--- config.mk ---
export PLATFORM = sky130hd
export DESIGN_NAME = iscas_cascade_ctr
export DESIGN_NICKNAME = d
export VERILOG_FILES = /design/src/rtl/iscas_cascade_pkg.sv /design/src/rtl/iscas_cascade_pre.sv /design/src/rtl/iscas_cascade_ctr.sv
export SDC_FILE = /design/constraint.sdc
export NUM_CORES = 1
export LEC_CHECK = 0
export ABC_AREA = 1
export CAP_MARGIN = 40
export CORE_UTILIZATION = 40
export CTS_BUF_LIST = sky130_fd_sc_hd__clkbuf_8 sky130_fd_sc_hd__clkbuf_16
export CTS_CLUSTER_SIZE = 28
export DETAILED_ROUTE_END_ITERATION = 6
export GPL_ROUTABILITY_DRIVEN = 0
export GPL_TIMING_DRIVEN = 0
export PLACE_DENSITY = 0.73
export SYNTH_ARGS = -nofsm -noshare
export SYNTH_HDL_FRONTEND = slang
export SYNTH_HIERARCHICAL = 1
export SYNTH_SLANG_ARGS = --single-unit
--- constraint.sdc ---
create_clock -name CK -period 1.5 [get_ports CK]
set_clock_uncertainty 0.15 [all_clocks]
set_input_delay 0.225 -clock CK [delete_from_list [all_inputs] [get_ports CK]]
set_output_delay 0.225 -clock CK [all_outputs]
set_load 0.01 [all_outputs]
--- src/rtl/iscas_cascade_pkg.sv ---
// Shared definitions for the cascade counter: FSM state encoding and default widths.
package iscas_cascade_pkg;

    typedef enum logic [1:0] {
        ST_IDLE = 2'b00,
        ST_RUN  = 2'b01,
        ST_DONE = 2'b10
    } state_t;

    localparam int PW_DEF = 4;
    localparam int CW_DEF = 4;
    localparam int CH_DEF = 2;

endpackage

--- src/rtl/iscas_cascade_pre.sv ---
// Prescaler: counts up to pre_div while running and flags the terminal cycle.
// Anything other than an active run holds the register at zero.
module iscas_cascade_pre #(
    parameter int PW = 4
) (
    input  logic          clk,
    input  logic          rst,
    input  logic          clr,
    input  logic          run,
    input  logic [PW-1:0] pre_div,
    output logic          term
);

    logic [PW-1:0] pre;

    assign term = run && (pre == pre_div);

    // Prescaler register: restart on reset, clear, idle or terminal count.
    always_ff @(posedge clk) begin
        if (rst || clr || !run || (pre == pre_div)) begin
            pre <= '0;
        end else begin
            pre <= pre + PW'(1);
        end
    end

endmodule

--- src/rtl/iscas_cascade_ctr.sv ---
// Cascade counter top: run/idle FSM, prescaled up/down counter, compare and
// per-channel change detectors. Optional macro CASCADE_ONESHOT_EN makes a
// counter wrap stop the run (RUN -> DONE) until EN is dropped and re-raised.
//
// state | meaning
// IDLE  | waiting for EN, prescaler held at zero
// RUN   | prescaler counting, counter steps on each terminal event
// DONE  | one-shot finished after a wrap, CNT held until EN drops
module iscas_cascade_ctr
    import iscas_cascade_pkg::*;
#(
    parameter int PW = PW_DEF,
    parameter int CW = CW_DEF,
    parameter int CH = CH_DEF
) (
    input  logic          CK,
    input  logic          G0,
    input  logic          EN,
    input  logic          DIR,
    input  logic          CLR,
    input  logic [PW-1:0] PRE_DIV,
    input  logic [CW-1:0] CMP,
    input  logic [CH-1:0] SIG,
    output logic [CW-1:0] CNT,
    output logic          TICK,
    output logic          WRAP,
    output logic          MATCH,
    output logic [CH-1:0] CHG,
    output logic [1:0]    STATE
);

`ifdef CASCADE_ONESHOT_EN
    localparam bit ONESHOT = 1'b1;
`else
    localparam bit ONESHOT = 1'b0;
`endif

    state_t        state;
    state_t        state_nx;
    logic          run;
    logic          term;
    logic          step;
    logic          wrap_ev;
    logic [CH-1:0] sig_q;

    // Running only counts when EN is still high; dropping EN in a terminal
    // cycle therefore loses the step and clears the prescaler.
    assign run     = (state == ST_RUN) && EN;
    assign step    = term && !CLR;
    assign wrap_ev = step && (DIR ? (CNT == '0) : (&CNT));
    assign STATE   = state;

    iscas_cascade_pre #(.PW(PW)) u_pre (
        .clk     (CK),
        .rst     (G0),
        .clr     (CLR),
        .run     (run),
        .pre_div (PRE_DIV),
        .term    (term)
    );

    // FSM state register.
    always_ff @(posedge CK) begin
        if (G0) begin
            state <= ST_IDLE;
        end else begin
            state <= state_nx;
        end
    end

    // FSM next state; the unused encoding falls back to IDLE.
    always_comb begin
        state_nx = ST_IDLE;
        case (state)
            ST_IDLE: state_nx = EN ? ST_RUN : ST_IDLE;
            ST_RUN: begin
                if (!EN) begin
                    state_nx = ST_IDLE;
                end else if (ONESHOT && wrap_ev) begin
                    state_nx = ST_DONE;
                end else begin
                    state_nx = ST_RUN;
                end
            end
            ST_DONE: state_nx = EN ? ST_DONE : ST_IDLE;
            default: state_nx = ST_IDLE;
        endcase
    end

    // Main counter with its tick and wrap strobes; CLR overrides any step.
    always_ff @(posedge CK) begin
        if (G0 || CLR) begin
            CNT  <= '0;
            TICK <= 1'b0;
            WRAP <= 1'b0;
        end else begin
            TICK <= step;
            WRAP <= wrap_ev;
            if (step) begin
                CNT <= DIR ? (CNT - CW'(1)) : (CNT + CW'(1));
            end
        end
    end

    // Compare against the current count and per-channel edge detection.
    always_ff @(posedge CK) begin
        if (G0) begin
            MATCH <= 1'b0;
            CHG   <= '0;
            sig_q <= '0;
        end else begin
            MATCH <= (CNT == CMP);
            CHG   <= SIG ^ sig_q;
            sig_q <= SIG;
        end
    end

endmodule

==> out/qor.yml <==
critical_path:
  start_kind: "input pin"
  cp-end-kind: "flop"
  cp.arrival_ps: 1480
  reg2reg_slack_ps: 60
  reg2reg_depth: 11
  cp_max_fo: 5
  crit_required_ps: 1510
  rr_startpoint: "u_pre/pre[1]"
  critical_path_class: "in -> reg"
  regToRegEndpoint: "CNT[3]"
synth:
  synthAdderAreaFrac: 0.0686
  synth_area_leaders: "dfxtp_1 41%, nand2_1 12%, inv_1 7.6%, nor2_1 6.3%, ha_1 4.5%"
  synth_top_area_cell: "dfxtp_1"
  synth-simple-area-share: 0.298
  synth_area_um2: 840
  synthXorXnorAreaFrac: 0.0730
  synth_top_family_by_area: "simple AND/OR/NAND/NOR gates"
  avgSynthCellArea_um2: 7.24
  synthDistinctLibCells: 19
  syn-num-nets: 135
  synth_mux_area_frac: 0
  synth-seq-cells: 17
  synth_top_area_share: 0.405
  synth_seq_area_share: 0.405
  synth_compound_area_frac: 0.0566
  yosys_warnings: 6
  syn_inst: 116
cells_and_area:
  num-nets-final: 172
  ff_latch_area_um2: 350
  final_common_cell: "nand2_1"
  nFillCells: 189
  area_growth_pct: 49.0
  num_antenna_cells: 0
  drive_above_1_share: 0.237
  final_cells: 179
  multi_input_area_um2: 442
  utilization: 0.638
  final_cell_mix: "24 x nand2_1, 15 x inv_1, 13 x nor2_1, 11 x clkdlybuf4s50_1, 11 x dlygate4sd2_1"
outcome:
  status: "finished clean"
cts:
  hold_buffers: 0
  cts_tree: "done"
  cts_sinks: 17
  clkTransAtPathRegs_ps: 70
  cts_max_level: 1
  cts_max_path_buffers: 2
  cts.root.buffer_cell: "clkbuf_8"
  clk_latency_ps: 250
  cts_buffers: 3
route:
  vias_per_cell: 4.46
  routed_wl_um: 1840
  drc_errors: 0
  first_pass_iters: 2
  wl_per_cell_um: 10.3
  drt_iter0_drc: 2
  ant_nets: 0
  vias: 799
floorplanning:
  dieArea_um2: 2290
  std_cell_rows: 16
  initial_core_util: 0.428
  die_x_um: 47.8
  io_pins: 26
  core_area_um2: 1960
  die_h_um: 47.8
min_path:
  hp-start: "STATE[0]"
  min_to: "STATE[1]"
  holdPathStages: 1
  min-delay-path-class: "reg -> reg"
pwr:
  powerDensity_nw_per_um2: 735
  leakagePower_nw: 0.627
  ir_drop_uv: 364
  p_total_mw: 0.920
sta:
  hold_viol: 0
  worst_pin_slew_ps: 348
  maxSlewViolCount: 0
  finalCriticalPeriod_ps: 1470
  slew_headroom: 0.768
  fmax_mhz: 680
  rsz0062_at_grt: "yes"
  setup_viol: 0
  period_share: 0.981
global_route:
  grt-ovfl-total: 0
  antenna_found_initial: 0
  grt_max_degree: 11
  grt_use_total: 0.178
  grt_pass1_wl_um: 2690
  grt_pass1_vias: 688
flow_run:
  cap_violations: 0
place:
  dp_hpwl_um: 1290
  placed_cells: 168
  numPortBuffers: 25
synthesized netlist by cell type:
| master | n |
|---|---|
| nand2_2 | 1 |
| nand2_1 | 26 |
| nor2_2 | 2 |
| nor3_2 | 1 |
| xnor2_1 | 4 |
| nor3_1 | 3 |
| nor3b_1 | 1 |
| xor2_1 | 3 |
| inv_2 | 5 |
| a21oi_1 | 5 |
| inv_1 | 17 |
| fa_1 | 1 |
| nand3_1 | 6 |
| o21ai_1 | 3 |
| o21a_1 | 1 |
| ha_1 | 3 |
| nor2_1 | 14 |
| or2_1 | 3 |
| dfxtp_1 | 17 |
sequential cells by signal (all words and copies together) (netlist names):
register	flops
CHG	2
CNT	4
MATCH	1
STATE	2
TICK	1
WRAP	1
sig_q	2
u_pre/pre	4
worst max-delay path by stage:
stage	start	cells past startpoint	slack, ps	endpoint
6_report	EN	10	30	CNT[3]
5_1_grt	u_pre/pre[1]	11	-90	CNT[3]
4_1_cts	u_pre/pre[2]	11	6	CNT[3]
3_5_place_dp	PRE_DIV[2]	12	-470	CNT[3]
3_3_place_gp	PRE_DIV[1]	12	-450	CNT[3]
2_1_floorplan	u_pre/pre[2]	11	50	CNT[3]
layer usage:
| metal | wire length, um | global-route usage | vias up |
|---|---|---|---|
| li1 | - | - | 423 |
| met1 | 796 | 0.196 | 357 |
| met2 | 954 | 0.316 | 14 |
| met3 | 45 | 0.0340 | 5 |
| met4 | 48 | 0.100 | 0 |
| met5 | 0 | 0 | - |
area by class of cell:
class	count	area share
Sequential cell	17	0.280
Multi-Input combinational cell	77	0.353
Timing Repair Buffer	32	0.237
Inverter	22	0.0660
Tap cell	27	0.0270
Clock inverter	1	0.00400
Clock buffer	3	0.0330
critical path, cell delays in order:
cell and delay (ps):
clkdlybuf4s50_1 480, nand2_1 60, nor2_1 90, inv_1 70, nor2_2 140, inv_2 70, nor2_4 150, nand3_2 90
nand2_1 60, inv_1 30
power by group:
| group | internal [mW] | leakage (nW) | switching (mW) |
|---|---|---|---|
| registers | 0.461 | 0.142 | 0.00420 |
| clock network | 0.185 | 0.0255 | 0.162 |
| logic | 0.0588 | 0.459 | 0.0498 |
| total | 0.704 | 0.627 | 0.216 |
logic make-up after synthesis:
group	after synthesis
AO/OA/AOI/OAI	9
XOR/XNOR	7
adder cells (fa/ha/maj)	4
buffers and inverters	22
flip-flops	17
AND/OR/NAND/NOR	57
repair_timing:
item | 4_1_cts | 5_1_grt
setup buffers | 4 | 3
cloned | 0 | 0
pin swaps | 5 | 5
gates resized for setup | 23 | 8
endpoints found under the setup margin | 12 | 9
per-stage QoR:
step / hold WS, ps / worst slack [ps] / cell area, um2 / setup TNS, ps
finish: 302 / 28.8 / 1250 / 0
CTS: 303 / 6.44 / 1210 / 0
global placement: 284 / -454 / 1120 / -2290
floorplan: 146 / 50.2 / 840 / 0
global route: 322 / -92.2 / 1250 / -284
detailed placement: 293 / -466 / 1120 / -2400
Power figures use the tool's default switching activity.
